`config.mk`:
```
export PLATFORM = sky130hd
export DESIGN_NAME = fp_add_share_arbiter
export DESIGN_NICKNAME = d
export VERILOG_FILES = /design/src/rtl/fp_add_share_arbiter.sv
export SDC_FILE = /design/constraint.sdc
export NUM_CORES = 1
export LEC_CHECK = 0
export CAP_MARGIN = 20
export CORE_AREA = 4 4 155 157
export DETAILED_ROUTE_END_ITERATION = 10
export DIE_AREA = 0 0 159 161
export SLEW_MARGIN = 10
export SYNTH_ARGS = -nofsm -noshare
export SYNTH_HDL_FRONTEND = slang
export SYNTH_SLANG_ARGS = --single-unit
```
`constraint.sdc`:
```
create_clock -name clk -period 7.5 [get_ports clk]
set_input_delay 0.75 -clock clk [delete_from_list [all_inputs] [get_ports clk]]
set_output_delay 0.75 -clock clk [all_outputs]
set_load 0.02 [all_outputs]
```
`src/rtl/fp_add_share_arbiter.sv`:
```
`default_nettype none
// +-----------------------------------------------------------------------------+
// | fp_add_share_arbiter: round-robin sharing of one pipelined FP32 adder among |
// | NUM_REQ requesters, with a tag shadow pipe routing results back to owners.  |
// | Revision: 1.0                                                               |
// +-----------------------------------------------------------------------------+
module fp_add_share_arbiter #(
   parameter int NUM_REQ    = 4,
   parameter int DATA_WIDTH = 32,
   parameter int ADD_LAT    = 3,
   parameter int MAX_OUT    = 4
) (
   input  logic                          clk,
   input  logic                          rst,
   input  logic [NUM_REQ-1:0]            req_valid,
   output logic [NUM_REQ-1:0]            req_ready,
   input  logic [NUM_REQ*DATA_WIDTH-1:0] req_a,
   input  logic [NUM_REQ*DATA_WIDTH-1:0] req_b,
   output logic [NUM_REQ-1:0]            rsp_valid,
   input  logic [NUM_REQ-1:0]            rsp_ready,
   output logic [DATA_WIDTH-1:0]         rsp_data,
   output logic [DATA_WIDTH-1:0]         add_a,
   output logic [DATA_WIDTH-1:0]         add_b,
   output logic                          add_vld_in,
   output logic                          add_en,
   input  logic [DATA_WIDTH-1:0]         add_result,
   input  logic                          add_vld_out,
   output logic                          err_sticky
);

   localparam int TAG_W = (NUM_REQ > 1) ? $clog2(NUM_REQ) : 1;
   localparam int CNT_W = $clog2(MAX_OUT + 1);

   logic [TAG_W-1:0] rr_q, rr_d;
   logic [ADD_LAT-1:0] vld_q, vld_d;
   logic [TAG_W-1:0] tag_q [ADD_LAT];
   logic [TAG_W-1:0] tag_d [ADD_LAT];
   logic [CNT_W-1:0] outst_q [NUM_REQ];
   logic [CNT_W-1:0] outst_d [NUM_REQ];
   logic err_q, err_d;

   logic             head_vld;
   logic [TAG_W-1:0] head_tag;
   logic             head_ready;
   logic             issue;
   logic [TAG_W-1:0] grant_idx;
   logic [NUM_REQ-1:0] grant;
   logic [NUM_REQ-1:0] eligible;
   logic [NUM_REQ-1:0] fire;
   int               sel;

   // The adder only freezes when its oldest result has nowhere to go.
   always_comb begin
      head_vld   = vld_q[ADD_LAT-1];
      head_tag   = tag_q[ADD_LAT-1];
      head_ready = 1'b0;
      for (int i = 0; i < NUM_REQ; i++) begin
         if (head_tag == TAG_W'(i)) begin
            head_ready = rsp_ready[i];
         end
      end
      add_en = !(head_vld && !head_ready);
   end

   generate
      for (genvar gi = 0; gi < NUM_REQ; gi++) begin : g_req
         assign eligible[gi]  = req_valid[gi] && (outst_q[gi] < CNT_W'(MAX_OUT));
         assign rsp_valid[gi] = head_vld && (head_tag == TAG_W'(gi));
         assign fire[gi]      = rsp_valid[gi] && rsp_ready[gi];
      end
   endgenerate

   always_comb begin
      grant     = '0;
      grant_idx = '0;
      issue     = 1'b0;
      sel       = 0;
      add_a     = '0;
      add_b     = '0;
      if (add_en) begin
         for (int k = 0; k < NUM_REQ; k++) begin
            sel = (int'(rr_q) + k) % NUM_REQ;
            if (!issue && eligible[sel]) begin
               issue      = 1'b1;
               grant[sel] = 1'b1;
               grant_idx  = TAG_W'(sel);
            end
         end
      end
      for (int i = 0; i < NUM_REQ; i++) begin
         if (grant[i]) begin
            add_a = req_a[i*DATA_WIDTH +: DATA_WIDTH];
            add_b = req_b[i*DATA_WIDTH +: DATA_WIDTH];
         end
      end
   end

   assign req_ready  = grant;
   assign add_vld_in = issue;
   assign rsp_data   = add_result;
   assign err_sticky = err_q;

   // Shadow pipe moves in lockstep with the adder so the head tag names the result owner.
   always_comb begin
      rr_d  = issue ? TAG_W'((int'(grant_idx) + 1) % NUM_REQ) : rr_q;
      vld_d = vld_q;
      for (int s = 0; s < ADD_LAT; s++) begin
         tag_d[s] = tag_q[s];
      end
      if (add_en) begin
         vld_d[0] = issue;
         tag_d[0] = grant_idx;
         for (int s = 1; s < ADD_LAT; s++) begin
            vld_d[s] = vld_q[s-1];
            tag_d[s] = tag_q[s-1];
         end
      end
      for (int i = 0; i < NUM_REQ; i++) begin
         outst_d[i] = outst_q[i] + CNT_W'(grant[i]) - CNT_W'(fire[i]);
      end
      err_d = err_q | (add_vld_out != head_vld);
   end

   always_ff @(posedge clk) begin
      if (rst) begin
         rr_q  <= '0;
         vld_q <= '0;
         err_q <= 1'b0;
         for (int s = 0; s < ADD_LAT; s++) begin
            tag_q[s] <= '0;
         end
         for (int i = 0; i < NUM_REQ; i++) begin
            outst_q[i] <= '0;
         end
      end else begin
         rr_q  <= rr_d;
         vld_q <= vld_d;
         err_q <= err_d;
         for (int s = 0; s < ADD_LAT; s++) begin
            tag_q[s] <= tag_d[s];
         end
         for (int i = 0; i < NUM_REQ; i++) begin
            outst_q[i] <= outst_d[i];
         end
      end
   end

endmodule
`default_nettype wire

```
# Yosys cells after proc, flatten, opt, wreduce, memory -nomap -nowiden
# Memory sizes are Yosys's and may differ from the RTL's.
# Index checks and enable logic that the tools add are counted.
# word_totals
mem_count,2
regBits,6
inputBits,299
ramBits,18
wordCells,139
out_inout_bits,107
# op_classes
add_sub_neg,12
order_cmp,12
mux,63
n_bitwise,14
n_reduce_logical,29
eq_ne,4
# memory_table
name,depth,width,read_ports,rd_ports_with_merged_regs,wr,line_no,text
outst_q,4,3,4,0,4,38,logic [CNT_W-1:0] outst_q [NUM_REQ];
tag_q,3,2,3,0,3,36,logic [TAG_W-1:0] tag_q [ADD_LAT];
# ops
cell,count
$mux W32,8
$mux W4,8
$mux W1,26
$logic_and A1 B1 Y1,20
$mux W2,8
$add A3 B1 Y3,4
$lt A3 B3 Y1 const B,4
$lt A3 B4 Y1 const B,3
$mux W3,4
$or A4 B4 Y4,3
$sub A3 B1 Y3,4
$ge A3 B1 Y1 const B,3
$bmux W1 S2,4
$demux W1 S2,4
$or A1 B1 Y1,8
$mux W6,1
$reduce_or A2 Y1,3
$logic_not A1 Y1,5
$add A2 B1 Y2 const B,2
$add A2 B2 Y2 const B,2
$eq A2 B2 Y1 const B,2
$and A1 B1 Y1 const A,3
$lt A2 B3 Y1 const B,1
$eq A2 B1 Y1 const B,1
other kinds (3),3

# Depth between registers and ports, before layout
# depth
ltp_word,24
depth_mapped,16
ltp_nobuf,12

# Worst setup path before layout
# No wires, ideal clock.
# synth_timing
path_kind,register to output
from,register rr_q[1]
to,output port add_b[6]
arrival_time_ns,3.414
n_path_buf,5
required_ns,6.750
slack_ns,3.336
path_stages_with_launch,14
cell_sequence,dfxtp_1 -> clkbuf_1 -> inv_1 -> ha_1 -> buf_2 -> mux4_2 -> buf_2 -> mux2_4 -> o211ai_2 -> o21a_2 -> buf_6 -> buf_4 -> a32oi_1 -> a211oi_1
# synth_between
elab_chain_cells,20
elab_cells_between_ends,67
cone_classes,3 x add/sub; 8 x order compare; 37 x mux; 6 x bitwise; 13 x reduce/logical
# synth_rtl
element,line_no,text
"start, declared",34,"logic [TAG_W-1:0] rr_q, rr_d;"
"start signal, assigned",136,rr_q <= rr_d;
$add A2 B1 Y2 / $bmux W1 S2 (equally long branches),"82, 83",
$reduce_or A2 Y1 (no line) / $mux W1 (equally long branches),--,
$and A1 B1 Y1 (no line) / $mux W1 (equally long branches),--,
"$lt A3 B4 Y1 (not written as such), or another cell as far along",85,grant[sel] = 1'b1;
$logic_and A1 B1 Y1 (not written as such) / $logic_not A1 Y1 (equally long branches),"85, 83",
$mux W1 (not written as such) / $logic_and A1 B1 Y1 (equally long branches),"85, 83",
$demux W1 S2 / $mux W1 (equally long branches),"85, 83",
$or A4 B4 Y4 (no line) / $mux W1 (equally long branches),--,
[2 not listed],--,
$or A4 B4 Y4 (no line) / $mux W1 (equally long branches),--,
$mux W4 / $mux W1 (equally long branches),"83, 80",
$mux W4 / $logic_not A1 Y1 (equally long branches),"80, 83",
$or A4 B4 Y4 (no line) / $logic_and A1 B1 Y1 (equally long branches),--,
$mux W4 *,83,if (!issue && eligible[sel]) begin
$mux W4 *,80,if (add_en) begin
$mux W32 (3 in a row),91,if (grant[i]) begin
$mux W32 *,91,
"end, declared",23,"output logic [DATA_WIDTH-1:0] add_b,"
# Every way passes the cells marked *; elsewhere a longest branch is shown, timed or not. The select of a mux whose other input is x is not followed.

# Final worst setup path
# layout_timing
from,register rr_q[0]
to,output port add_b[6]
# The elaborated chain is that of the path after synthesis.

==> qor.yml <==
sta:
  max_slew_margin_pct: 37.3
  final.setup_skew_ns: 0.000818
  hold_ws_ns: 0.457
  rsz0062_at_grt: "no"
  fin_crit_ns: 5.92
  period_share_pct: 79.0
  finalMaxSlewViolations: 0
  setup_viol: 0
  hold_viol_final: 0
  maxClockFrequency_mhz: 169
  tns_ns: 0
  worst_slew_pin_slew_ns: 0.938
status:
  outcome: "finished clean"
cts:
  holdBufCountCts: 0
  cts_max_level: 1
  clk_pin_slew_ns: 0.06
  clock_path_buffers: 2
  cts-resized-gates: 0
  cts_sinks: 24
  cts_tree: "built"
  ctsRootBufferMaster: "clkbuf_16"
  postCtsSetupBuffers: 0
  clock_latency_ns: 0.25
  cts_inserted_buffers: 3
yosys:
  synth_cells: 545
  synth.distinct_cells: 47
  yosys.area_share.simple_pct: 28.0
  ys_seq_elements: 24
  synth_edf_count: 0
  syn-num-nets: 863
  synth.area.mux_share_pct: 3.60
  ys_async_sr_fraction_pct: 0
  ys_warn_count: 0
  syn_area_um2: 4110
  synth-compound-area-share_pct: 33.1
  synth_top_flop_cell: "dfxtp_1"
  synth_xor_xnor_area_share_pct: 2.13
  synthAdderAreaFrac_pct: 6.52
  synth-seq-area-share_pct: 11.7
  synth_area_per_cell_um2: 7.53
  synth_top_family_by_area: "compound AO/OA/AOI/OAI gates"
critical_path:
  reg2reg_to: "outst_q[3][2]"
  cp_data_required_time_ns: 6.75
  startpoint_type: "register"
  path_class: "register to output port"
  cp-end-kind: "output port"
  critPathArrivalTime_ns: 5.17
  r2r_cells: 13
  startpoint: "rr_q[0]"
  r2r_start: "rr_q[0]"
  r2r_slack_ns: 2.92
  crit_path_max_fanout: 27
  endpoint: "add_b[6]"
route:
  vias: 5382
  wl_um: 22700
  vias_per_cell: 4.88
  drt_iter0_markers: 321
  first_pass_iters: 4
  drtAntennaViolNets: 0
  wl_per_cell_um: 20.6
  drc: 0
floorplan:
  dieArea_um2: 25600
  core_area_um2: 22500
  ios: 406
  die_w_um: 159
  dieHeight_um: 161
  rows: 55
  initial_core_util_pct: 18.2
power_and_ir_drop:
  ir_drop_v: 0.000346
  p_leak_nw: 2.60
  p_per_area_nw_per_um2: 544
hold_path:
  whs_path_depth: 2
  hold_class: "register to register"
placed_design:
  gp_congestion: 0.868
  io_buffer_count: 341
  place_hpwl_um: 18200
  dpl_cell_area_um2: 7520
finish:
  nets: 1133
  layout-drive-gt1-share_pct: 4.55
  stdcell_area_um2: 7610
  area_delta_synth_final_pct: 85.3
  nFillCells: 2371
grt:
  grt_antenna_before_repair: 5
  grt_max_degree: 85
  grt_use_total_pct: 16.4
  grt_overflow: 0
  grt_pass1_vias: 5357
  grt_pass1_wl_um: 33900
job:
  maxCapViolCount: 0
-- Yosys cell counts, types with 2 or more instances --
master / number / area share, %
nor3b_1: 67 / 12
o31ai_2: 2 / 0.61
ha_1: 15 / 4.6
a22o_1: 3 / 0.64
a21oi_1: 9 / 1.1
dfxtp_1: 24 / 12
a21boi_0: 3 / 0.55
a211oi_2: 9 / 2.7
and3b_1: 3 / 0.64
mux2i_1: 2 / 0.49
xnor2_1: 9 / 1.9
buf_2: 28 / 3.4
o21ai_0: 5 / 0.61
nand2b_1: 5 / 0.76
buf_4: 34 / 6.2
fa_1: 4 / 2.0
nor2_1: 80 / 7.3
clkbuf_1: 20 / 1.8
buf_6: 5 / 1.4
and3_1: 3 / 0.46
nand2_1: 20 / 1.8
a211oi_1: 56 / 10
and2_1: 4 / 0.61
mux4_2: 5 / 2.7
inv_1: 23 / 2.1
a32oi_1: 65 / 14
nor3_1: 8 / 0.98
o2111ai_1: 2 / 0.43
nor2b_1: 14 / 2.1
-- worst max-delay path, stage by stage, from the launching register on --
cell             delay [ns]
dfxtp_1                0.68
inv_1                  0.29
ha_1                   0.53
mux4_2                 0.68
or4b_1                 0.55
o211ai_2               0.11
o21a_2                 0.53
buf_12                 0.25
buf_4                  0.28
a32oi_1                0.08
a211oi_1               0.27
clkdlybuf4s50_1        0.65
-- worst min-delay path by stage --
stage / slack [ns] / startpoint / end
after floorplan: 0.43 / tag_q[0][2] / tag_q[0][2]
after global placement: 0.44 / tag_q[0][3] / tag_q[0][3]
after detailed placement: 0.45 / tag_q[0][1] / tag_q[0][1]
after CTS: 0.46 / tag_q[0][1] / tag_q[0][1]
after global routing: 0.48 / tag_q[0][3] / tag_q[0][5]
final: 0.46 / tag_q[0][1] / tag_q[0][1]
-- power breakdown --
part	internal [mW]	switching (mW)
sequential	0.164	0.0372
combinational	1.72	2.11
clock	0.0704	0.0405
total	1.96	2.18
-- layout make-up --
type | instances | area, um^2 | share of cell area [%]
diodes | 6 | 15.0 | 0.197
clock buffers | 3 | 75.1 | 0.987
inverters | 23 | 86.3 | 1.13
multi-input cells | 411 | 3050 | 40.1
flip-flops and latches | 24 | 480 | 6.31
well taps | 285 | 357 | 4.69
repair buffers | 352 | 3550 | 46.6
-- per-stage QoR --
step                      instances  power (mW)  util [%]  setup slack [ns]
after detailed placement       1095        4.05      33.4              1.78
after floorplan                 545        2.44         -              3.34
after global placement         1095        4.05      33.4              1.86
after CTS                      1098        4.18      33.7              1.51
final                          1104        4.14      33.8              1.58
after global routing           1103        4.41      33.8              1.28
-- registers in the layout (all words and copies together) (netlist names) --
signal / cells
rr_q: 2
err_sticky: 1
tag_q: 6
vld_q: 3
outst_q: 12
-- layer usage --
metal,routed length [um],global-route usage [%]
met1,9370,20.5
met2,11400,28.7
met3,1790,4.16
met4,195,3.16
met5,0,0
-- placed cells by master (no fill, tap or decap), drive strengths merged, types with 8 or more instances in the layout --
master | synthesis | final
a211oi | 65 | 65
a21oi | 9 | 9
a32oi | 65 | 65
buf | 67 | 11
clkdlybuf4s50 | 0 | 341
dfxtp | 24 | 24
ha | 15 | 15
inv | 23 | 23
nand2 | 20 | 20
nor2 | 81 | 81
nor2b | 14 | 14
nor3 | 8 | 8
nor3b | 68 | 68
xnor2 | 9 | 9
-- logic make-up after synthesis --
kind of cell,Yosys count
simple gates,209
compound gates,165
buf+inv,110
flops,24
fa+ha+maj,19
xor+xnor,10
mux,8
No activity file was read; power rests on OpenSTA's default activity.
==> RTL edit 1 (config.mk and constraints unchanged) <==
Put one more register stage on the output `err_sticky`, with the module's reset. The value now appears one clock later. The other outputs are not delayed to match.
--- a/src/rtl/fp_add_share_arbiter.sv
+++ b/src/rtl/fp_add_share_arbiter.sv
@@ -98,7 +98,13 @@
    assign req_ready  = grant;
    assign add_vld_in = issue;
    assign rsp_data   = add_result;
-   assign err_sticky = err_q;
+   always_ff @(posedge clk) begin
+      if (rst) begin
+         err_sticky <= '0;
+      end else begin
+         err_sticky <= err_q;
+      end
+   end
 
    // Shadow pipe moves in lockstep with the adder so the head tag names the result owner.
    always_comb begin
Function: changed (a bounded check fails within 4 cycles, from zero or initial values and one cycle with rst high).
==> RTL edit 1 against the unedited design <==
- register-to-register slack worse by 0.80 ns
- clock skew rose by 0.0016 ns
- routed wire length grew 5.3%
- total power increased by 19%
- worst setup slack lost 0.62 ns
- cell count up 7.1%
- non-clock buffer count up 2
- design area rose by 7.6%
- synthesized area grew 15%
- sequential share of layout area down 0.20 points
- first-iteration DRC count up 58%
- sequential cell count is 1 higher
==> RTL edit 1: results (changes against the unedited design) <==
[critical_path]
crit_end = add_b[31]  ; was add_b[6]
worstPathArrival_ns = 5.79  ; was 5.17 ns
rr_endpoint = outst_q[3][1]  ; was outst_q[3][2]
cp_max_fo = 29  ; was 27
reg2reg_slack_ns = 2.12  ; was 2.92 ns
slowest_delay_ns = 0.74  ; was 0.68 ns

[pwr]
cellLeakagePower_nw = 3.00  ; was 2.60 nW
peakVddDrop_mv = 0.199  ; was 0.346 mV

[finish]
clock_area_share_pct = 0.963  ; was 0.987%
clkbuf_count = 4  ; was 3
nFillCells = 2360  ; was 2371
n_antenna_cell = 4  ; was 6
multiInputGateArea_mm2 = 0.00338  ; was 0.00305 mm2
buffer_area_share_pct = 43.2  ; was 46.6%
num-nonclk-inverters = 87  ; was 23
multi_input_gates = 423  ; was 411
drive_above_1_share_pct = 13.5  ; was 4.55%
seq_area_share_pct = 6.11  ; was 6.31%
nNetsFinal = 1212  ; was 1133
nNonClkBuffers = 354  ; was 352

[placed_design]
placed_cell_area_mm2 = 0.00810  ; was 0.00752 mm2
routabilityCongestion = 0.907  ; was 0.868
hpwl_um = 18400  ; was 18200 um

[outcome]
outcome = completed  ; unchanged

[logic_synthesis]
syn_area_mm2 = 0.00472  ; was 0.00411 mm2
seq_area_frac_synth_pct = 10.6  ; was 11.7%
synth.area.top_cells = a221oi_2, dfxtp_1, a211oi_2  ; was a32oi_1, nor3b_1, dfxtp_1
synth_xor_xnor_area_share_pct = 2.04  ; was 2.13%
synth-compound-area-share_pct = 39.3  ; was 33.1%
synth_adder_area_share_pct = 5.68  ; was 6.52%
syn_nets = 942  ; was 863
muxShareOfSynthArea_pct = 1.64  ; was 3.60%
synthTopCellsByCount = nor2_1, inv_1, nand3_1  ; was nor2_1, nor3b_1, a32oi_1
synth_cell_types = 59  ; was 47
synth.top_cell.area_share_pct = 18.8  ; was 13.9%

[hold_path]
holdPathStages = 2  ; unchanged
min_from = vld_q[0]  ; was tag_q[0][1]
hold_end = vld_q[1]  ; was tag_q[0][1]

[grt]
track_usage_pct = 17.4  ; was 16.4%
grt_max_degree = 67  ; was 85
first_global_vias = 5820  ; was 5357
grt_first_pass_wirelength_um = 36000  ; was 33900 um

[timing]
fin_skew_ns = 0.00240  ; was 0.000818 ns
relSlewSlack_pct = 33.4  ; was 37.3%

[detailed_routing]
drtIter0Drc = 508  ; was 321
routed_wl_um = 23900  ; was 22700 um
viasPerCell = 4.91  ; was 4.88

[clocking]
htree_levels = 1  ; unchanged
cts_sinks = 25  ; was 24

## RTL edit 1: tightest hold or removal path: cells and delay by family (launching register included)
family	cells	cell delay (ns)
DFF	1	0.31
and+or+nand+nor	1	0.05
AOI/OAI and AO/OA	1	0.05
## RTL edit 1: report_power, final
group          total (mW)  internal (mW)  leakage (nW)  switching (mW)
logic                4.58           2.07          2.76            2.51
registers           0.211          0.170         0.205          0.0407
clock network       0.118         0.0726        0.0382          0.0449
total                4.91           2.31          3.00            2.60
## RTL edit 1: through the flow
stage	util [%]	setup WS, ns	hold WS [ns]	std cells
6_report	36.4	0.961	0.455	1182
5_1_grt	36.4	0.475	0.474	1182
4_1_cts	36.3	1.03	0.457	1178
2_1_floorplan	-	3.39	0.432	624
3_3_place_gp	36.0	1.48	0.439	1174
3_5_place_dp	36.0	1.30	0.449	1174
## RTL edit 1: layer usage
layer,GRT usage [%],vias up,routed length (um)
met2,30.1,292,11900
met1,22.2,2735,10000
li1,-,2763,-
met4,2.84,2,95
met5,0,-,13
met3,4.49,12,1900
==> RTL edit 2 (same settings) <==
Made on the original files. The parameter `MAX_OUT` goes from 4 to 2.
--- a/src/rtl/fp_add_share_arbiter.sv
+++ b/src/rtl/fp_add_share_arbiter.sv
@@ -8,7 +8,7 @@
    parameter int NUM_REQ    = 4,
    parameter int DATA_WIDTH = 32,
    parameter int ADD_LAT    = 3,
-   parameter int MAX_OUT    = 4
+   parameter int MAX_OUT    = 2
 ) (
    input  logic                          clk,
    input  logic                          rst,
Behaviour: not the same (a bounded check fails within 4 cycles, from zero or initial values and one cycle with rst high).
==> RTL edit 2 against the unedited design <==
- synthesized cell count decreased by 15%
- design area is 3.6% lower
- routed wire length increased by 5.3%
- combinational power increased by 25%
- total power is 23% higher
- worst setup slack better by 0.24 ns
- sequential cell count decreased by 4
- maximum frequency is 4.2% higher
- first-iteration DRC count up 17%
- global-route usage up 0.57 points
- synthesized area shrank 6.0%
- critical path depth unchanged
==> RTL edit 2: results (changes against the unedited design) <==
[grt]
track_usage_pct = 16.9  ; was 16.4%
grt_first_pass_wirelength_um = 34300  ; was 33900 um
grt_max_degree = 66  ; was 85
antenna_found_initial = 0  ; was 5
first_global_vias = 5065  ; was 5357

[finish]
drive_above_1_share_pct = 10.6  ; was 4.55%
n_antenna_cell = 0  ; was 6
reg_top3 = outst_q (8), tag_q (6), vld_q (3)  ; was outst_q (12), tag_q (6), vld_q (3)
nFillCells = 2363  ; was 2371
finalNonFillerCells = 1019  ; was 1104

[critical_path]
rr_endpoint = outst_q[3][1]  ; was outst_q[3][2]
critPathSlowestCell = o21a_2  ; was dfxtp_1
cp_max_fo = 36  ; was 27
slowest_delay_ns = 0.71  ; was 0.68 ns
r2r_start = rr_q[1]  ; was rr_q[0]
reg2reg_slack_ns = 3.17  ; was 2.92 ns
worstPathArrival_ns = 4.93  ; was 5.17 ns

[detailed_routing]
wl_met2_um = 11300  ; was 11400 um
num_vias = 5158  ; was 5382
drtPass1Iterations = 6  ; was 4
dr_wl_met3_um = 2760  ; was 1790 um
drtIter0Drc = 375  ; was 321
ant_nets = 0  ; unchanged
wl_met1_um = 9680  ; was 9370 um
routed_wl_um = 23900  ; was 22700 um

[pwr]
peakVddDrop_mv = 0.274  ; was 0.346 mV
p_int_mw = 2.56  ; was 1.96 mW
cellLeakagePower_nw = 2.80  ; was 2.60 nW

[hold_path]
min_from = vld_q[1]  ; was tag_q[0][1]
hold_end = vld_q[1]  ; was tag_q[0][1]

[placed_design]
dpl_worst_slack_ns = 1.99  ; was 1.78 ns
hpwl_um = 19000  ; was 18200 um
placed_cell_area_mm2 = 0.00723  ; was 0.00752 mm2
routabilityCongestion = 0.860  ; was 0.868

[logic_synthesis]
syn_nets = 778  ; was 863
synthTopCellsByCount = and3_1, a311o_1, o221a_2  ; was nor2_1, nor3b_1, a32oi_1
synth_adder_area_share_pct = 4.86  ; was 6.52%
muxShareOfSynthArea_pct = 3.08  ; was 3.60%
synth_xor_xnor_area_share_pct = 2.27  ; was 2.13%
synth_cell_types = 52  ; was 47
synth-compound-area-share_pct = 43.3  ; was 33.1%
seq_area_frac_synth_pct = 10.4  ; was 11.7%
synthCells = 464  ; was 545
synth.area.top_cells = a311o_1, o221a_2, and3_1  ; was a32oi_1, nor3b_1, dfxtp_1

[timing]
fin_ws_ns = 1.82  ; was 1.58 ns
fin_skew_ns = 0.00116  ; was 0.000818 ns
hold_ws_ns = 0.457  ; about the same
tightest_slew_ns = 0.892  ; was 0.938 ns

[outcome]
outcome = completed  ; unchanged

[clocking]
cts-buffers-inserted = 3  ; unchanged

## RTL edit 2: how the worst max path moves through the flow
stage                  from         to  cells after the start
3_3_place_gp        rr_q[1]  add_b[31]                     11
3_5_place_dp   req_valid[3]  add_b[28]                     10
5_1_grt             rr_q[1]  add_b[21]                     11
4_1_cts             rr_q[1]  add_b[31]                     11
6_report            rr_q[1]  add_b[22]                     11
2_1_floorplan       rr_q[0]  add_a[10]                     11
## RTL edit 2: layout make-up
class,count,area [um2],share of cell area [%]
inverters,15,58.8,0.802
flip-flops and latches,20,400,5.46
repair buffers,352,3520,48.0
clock inverters,1,30.0,0.409
well taps,285,357,4.86
clock buffers,3,75.1,1.02
multi-input cells,343,2890,39.4
## RTL edit 2: critical path: cells and delay by family (launching register included)
kind            cells  cell delay, ns
compound gates      5            1.44
buf+inv             3            1.20
simple gates        2            0.90
flops               1            0.69
fa+ha+maj           1            0.41
## RTL edit 2: kinds of logic (layout without fill, tap and decap cells)
family                   after synthesis  after routing
XOR/XNOR                              10             10
buffers and inverters                101            371
AO/OA/AOI/OAI                        171            171
adder cells (fa/ha/maj)               15             15
flip-flops                            20             20
multiplexers                           8              8
AND/OR/NAND/NOR                      139            139
## RTL edit 2: power by group through the flow
stage	Clock [mW]	Combinational (mW)	Sequential (mW)
2_1_floorplan	0	3.04	0.159
3_3_place_gp	0	4.83	0.170
3_5_place_dp	0	4.81	0.171
4_1_cts	0.153	4.84	0.169
5_1_grt	0.157	5.09	0.174
6_report	0.151	4.79	0.169
## RTL edit 2: routing by layer
layer  vias up  GRT usage, %
li1       2403             -
met2       280          28.3
met5         -             0
met3        14          7.27
met1      2461          21.1
met4         0          1.62
